**config.mk**
```make
export PLATFORM = sky130hd
export DESIGN_NAME = instr_sequencer
export DESIGN_NICKNAME = d
export VERILOG_FILES = /design/src/rtl/instr_sequencer.sv
export SDC_FILE = /design/constraint.sdc
export NUM_CORES = 1
export LEC_CHECK = 0
export CAP_MARGIN = 20
export CORE_ASPECT_RATIO = 1.1
export CORE_MARGIN = 2
export CORE_UTILIZATION = 25
export DETAILED_ROUTE_END_ITERATION = 10
export GPL_TIMING_DRIVEN = 0
export PLACE_DENSITY_LB_ADDON = 0.1
export REMOVE_ABC_BUFFERS = 1
export SLEW_MARGIN = 20
export SYNTH_ARGS = -nofsm -noshare
export SYNTH_HDL_FRONTEND = slang
export SYNTH_SLANG_ARGS = --single-unit
```
**constraint.sdc**
```tcl
create_clock -name clk -period 5 [get_ports clk]
set_input_delay 1 -clock clk [delete_from_list [all_inputs] [get_ports clk]]
set_output_delay 1 -clock clk [all_outputs]
set_load 0.01 [all_outputs]
```
**src/rtl/instr_sequencer.sv**
```systemverilog
// rtl/instr_sequencer.sv - multicycle fetch/decode/execute controller for the 8-bit datapath
// Optional feature macro SEQ_RETIRE_COUNT_EN adds a saturating retired-instruction counter.
module instr_sequencer #(
  parameter int ADDR_W   = 8,
  parameter int PROG_LEN = 256
) (
  input  logic              clk,
  input  logic              reset,
  input  logic              start,
  output logic              imem_req,
  output logic [ADDR_W-1:0] imem_addr,
  input  logic [7:0]        imem_rdata,
  input  logic              imem_ack,
  output logic              reg_write,
  output logic [2:0]        alu_op,
  output logic [1:0]        dest_src,
  output logic [1:0]        rd_sel,
  output logic [1:0]        rs_sel,
  output logic [7:0]        imm,
  output logic              out_valid,
  input  logic              out_ready,
  output logic              busy,
  output logic              done
`ifdef SEQ_RETIRE_COUNT_EN
  ,
  output logic [15:0]       retired_cnt
`endif
);

  // Truncation makes PROG_LEN == 2**ADDR_W compare against a wrapped PC of 0; the
  // compare is only made after at least one increment, so PC has left 0 by then.
  localparam logic [ADDR_W-1:0] END_PC = ADDR_W'(PROG_LEN);

  typedef enum logic [2:0] {
    S_IDLE, S_FETCH, S_DECODE, S_FETCH_IMM, S_WB, S_STORE, S_DONE
  } state_t;

  state_t            state_q, state_d;
  logic [ADDR_W-1:0] pc_q, pc_d;
  logic [7:1]        instr_q, instr_d;
  logic              rw_q, rw_d;
  logic [2:0]        alu_op_q, alu_op_d;
  logic [1:0]        dest_src_q, dest_src_d;
  logic [1:0]        rd_q, rd_d;
  logic [1:0]        rs_q, rs_d;
  logic [7:0]        imm_q, imm_d;
  logic              at_end;

  // {regWrite, alu_op[2:0], dest_src[1:0]}
  function automatic logic [5:0] decode_op(input logic [2:0] op);
    case (op)
      3'b000:  decode_op = {1'b1, 3'b000, 2'b00};
      3'b001:  decode_op = {1'b1, 3'b000, 2'b01};
      3'b010:  decode_op = {1'b1, 3'b001, 2'b10};
      3'b011:  decode_op = {1'b1, 3'b101, 2'b10};
      3'b100:  decode_op = {1'b1, 3'b010, 2'b10};
      3'b101:  decode_op = {1'b1, 3'b011, 2'b10};
      3'b110:  decode_op = {1'b1, 3'b100, 2'b10};
      default: decode_op = {1'b0, 3'b000, 2'b01};
    endcase
  endfunction

  assign at_end = (pc_q == END_PC);

  always_ff @(posedge clk) begin
    if (reset) begin
      state_q    <= S_IDLE;
      pc_q       <= '0;
      instr_q    <= '0;
      rw_q       <= 1'b0;
      alu_op_q   <= '0;
      dest_src_q <= '0;
      rd_q       <= '0;
      rs_q       <= '0;
      imm_q      <= '0;
    end else begin
      state_q    <= state_d;
      pc_q       <= pc_d;
      instr_q    <= instr_d;
      rw_q       <= rw_d;
      alu_op_q   <= alu_op_d;
      dest_src_q <= dest_src_d;
      rd_q       <= rd_d;
      rs_q       <= rs_d;
      imm_q      <= imm_d;
    end
  end

  always_comb begin
    state_d    = state_q;
    pc_d       = pc_q;
    instr_d    = instr_q;
    rw_d       = rw_q;
    alu_op_d   = alu_op_q;
    dest_src_d = dest_src_q;
    rd_d       = rd_q;
    rs_d       = rs_q;
    imm_d      = imm_q;
    case (state_q)
      S_IDLE, S_DONE: begin
        if (start) begin
          state_d = S_FETCH;
          pc_d    = '0;
        end
      end
      S_FETCH: begin
        if (imem_ack) begin
          instr_d = imem_rdata[7:1];
          pc_d    = pc_q + ADDR_W'(1);
          state_d = S_DECODE;
        end
      end
      S_DECODE: begin
        {rw_d, alu_op_d, dest_src_d} = decode_op(instr_q[7:5]);
        rd_d  = instr_q[4:3];
        rs_d  = instr_q[2:1];
        imm_d = 8'h00;
        // A load whose opcode is the last program byte has no immediate to fetch.
        if (instr_q[7:5] == 3'b000)      state_d = at_end ? S_WB : S_FETCH_IMM;
        else if (instr_q[7:5] == 3'b111) state_d = S_STORE;
        else                             state_d = S_WB;
      end
      S_FETCH_IMM: begin
        if (imem_ack) begin
          imm_d   = imem_rdata;
          pc_d    = pc_q + ADDR_W'(1);
          state_d = S_WB;
        end
      end
      S_WB: begin
        state_d = at_end ? S_DONE : S_FETCH;
      end
      S_STORE: begin
        if (out_ready) state_d = at_end ? S_DONE : S_FETCH;
      end
      default: state_d = S_IDLE;
    endcase
  end

  assign imem_req  = (state_q == S_FETCH) || (state_q == S_FETCH_IMM);
  assign imem_addr = pc_q;
  assign reg_write = (state_q == S_WB) && rw_q;
  assign out_valid = (state_q == S_STORE);
  assign busy      = (state_q != S_IDLE) && (state_q != S_DONE);
  assign done      = (state_q == S_DONE);
  assign alu_op    = alu_op_q;
  assign dest_src  = dest_src_q;
  assign rd_sel    = rd_q;
  assign rs_sel    = rs_q;
  assign imm       = imm_q;

`ifdef SEQ_RETIRE_COUNT_EN
  logic [15:0] retired_q;
  logic        retire;

  assign retire = (state_q == S_WB) || ((state_q == S_STORE) && out_ready);

  always_ff @(posedge clk) begin
    if (reset) begin
      retired_q <= '0;
    end else if (!busy && start) begin
      retired_q <= '0;
    end else if (retire && (retired_q != 16'hFFFF)) begin
      retired_q <= retired_q + 16'd1;
    end
  end

  assign retired_cnt = retired_q;
`endif

endmodule

```
==> impl_metrics.json <==
{
  "routedWlPerCell_um": 12.83,
  "tns_ns": 0,
  "ir_worst_vdd_v": 0.0001364,
  "crit_path_end_kind": "output port",
  "rows": 31,
  "netlist_area_mm2": 0.001648,
  "cts_resized": 0,
  "critPathArrivalTime_ns": 2.03,
  "cts_buffer_depth": 2,
  "syn2layout_area_growth_pct": 33.56,
  "ys_async_sr_fraction": 0,
  "place_congestion": 0.6757,
  "grt_max_degree": 31,
  "grt_use_total": 0.1212,
  "wl_um": 4157,
  "htreeDepth": 2,
  "antenna_found_initial": 0,
  "worstPathMaxFanout": 19,
  "io_buffers": 42,
  "start_util": 0.2544,
  "hpwl_um": 2893,
  "insertion_delay_ns": 0.29,
  "drt_iter0_drc": 90,
  "rr_worst_depth": 6,
  "drv_cap": 0,
  "synth-seq-area-share": 0.4374,
  "synth-seq-cells": 36,
  "postLayoutCoreUtil": 0.3398,
  "tightest_slew_ns": 0.7746,
  "ant_nets": 0,
  "setup_viol_count_final": 0,
  "clockRootBuffer": "clkbuf_8",
  "die_h_um": 89.15,
  "vias": 1536,
  "leakagePower_uw": 0.0007270,
  "die_w_um": 81.41,
  "skew_ns": 0.006233,
  "grt_remaining_overflow": 0,
  "cts.sinks": 36,
  "reg2reg_to": "state_q[0]",
  "final_max_slew_viol_count": 0,
  "rsz0062_at_grt": "no",
  "path_class": "flip-flop to output port",
  "crit-reg2reg-launch": "imem_addr[0]",
  "required_ns": 4.00,
  "layout_common_cells": "clkdlybuf4s50_1 (41), dfxtp_1 (36), nand2_1 (31), nor2_1 (23), a21oi_1 (21)",
  "drc": 0,
  "worstSetupStartpointType": "flip-flop",
  "fin_crit_sh": 0.6059,
  "ios": 43,
  "firstDrtPassIters": 4,
  "hold-path-cell-count": 2,
  "layout_commonest_cell": "clkdlybuf4s50_1",
  "place_area_mm2": 0.002112,
  "antenna_cells": 0,
  "synth_flop_cell": "dfxtp_1",
  "hold_path.class": "flip-flop to flip-flop",
  "fmaxAchievable_mhz": 330.1,
  "status": "complete, no violations",
  "syn_inst": 205,
  "p_per_area_mw_per_mm2": 421.5,
  "synth.avg_cell_area_um2": 8.038,
  "ys_warn_count": 0,
  "fin_crit_ns": 3.029,
  "relSlewSlack": 0.4813,
  "cts_buffers": 5,
  "final_area_mm2": 0.002201,
  "final_hold_viol_count": 0,
  "synth_cell_types": 41,
  "nets": 256,
  "cts_tree": "done",
  "fp.coreArea_mm2": 0.006477,
  "postCtsHoldBufs": 0,
  "die_area_mm2": 0.007258,
  "grt_pass1_wl_um": 6706,
  "min-delay-start": "dest_src[1]",
  "drive_gt1_frac": 0.04545,
  "synth_edf_count": 0,
  "vias_per_cell": 4.741,
  "r2r_setup_slack_ns": 2.80,
  "clkTransAtPathRegs_ns": 0.08,
  "postCtsSetupBuffers": 0,
  "grt_pass1_vias": 1356,
  "hold-path-endpoint": "dest_src[1]"
}
worst max path at each step:
stage	from	end	slack, ns	cells past startpoint
4_1_cts	state_q[1]	busy	1.94	4
2_1_floorplan	start	imem_addr[5]	2.59	4
3_5_place_dp	start	imem_addr[5]	1.88	5
3_3_place_gp	start	imem_addr[7]	1.86	5
6_report	state_q[1]	busy	1.97	4
5_1_grt	state_q[1]	busy	1.81	4
routing by layer:
layer  part of all wire  vias to the layer above  GRT usage
li1                   -                      796          -
met1               0.51                      702     0.1751
met2               0.41                       32     0.1692
met3              0.060                        6    0.03737
met4              0.011                        0    0.04160
met5                  0                        -          0
report_power, final:
group / switching [uW] / internal [uW]
sequential: 63.8 / 321
clock: 108 / 112
combinational: 176 / 146
sequential cells by signal, indices dropped and copies added (netlist names):
register and flops:
imem_addr 8, imm 8, instr_q 7, alu_op 3, state_q 3, dest_src 2
rd_sel 2, rs_sel 2, rw_q 1
cells by family after synthesis:
group / Yosys count / share of synthesized area
compound gates: 56 / 0.2043
fa+ha+maj: 2 / 0.01518
mux: 1 / 0.006075
flops: 36 / 0.4374
buf+inv: 18 / 0.05011
simple gates: 87 / 0.2604
xor+xnor: 5 / 0.02657
cells in the mapped netlist (all sizes together), types with 2 or more instances:
cell	count	area [um^2]
dfxtp	36	720.7
nand2	31	116.4
nor2	23	86.33
a21oi	21	105.1
o21ai	12	60.05
clkbuf	10	37.54
a22oi	8	60.06
inv	5	18.77
nand3	5	25.02
a31oi	4	25.02
nor2b	4	25.02
nor3b	4	30.03
xnor2	4	35.03
buf	3	26.27
nand3b	3	22.52
a21o	2	15.01
and3	2	12.51
ha	2	25.02
nor3	2	10.01
nor4	2	12.51
o31ai	2	15.01
or3	2	12.51
or4	2	15.01
or4b	2	23.77
stage by stage:
step                      instances  power (uW)  setup WS (ns)  hold slack [ns]
after floorplan                 192       581.1          2.587           0.4223
after global placement          316       718.5          1.861           0.4445
after detailed placement        316       719.1          1.882           0.4468
after CTS                       324       944.3          1.937           0.4587
after global routing            324       999.5          1.812           0.4723
final                           324       927.8          1.971           0.4541
final cells by class:
cell class	instances	area [um^2]
Fill cell	705	4277
Multi-Input combinational cell	151	849.6
Sequential cell	36	720.7
Tap cell	82	102.6
Timing Repair Buffer	42	415.4
Clock inverter	1	7.507
Clock buffer	7	86.33
Inverter	5	18.77
critical path: stages (launching register included):
cell and delay, ns:
dfxtp_1 0.67, nor2b_1 0.33, nor2_1 0.11, nand2_1 0.10
clkdlybuf4s50_1 0.54
Power figures use the tool's default switching activity.
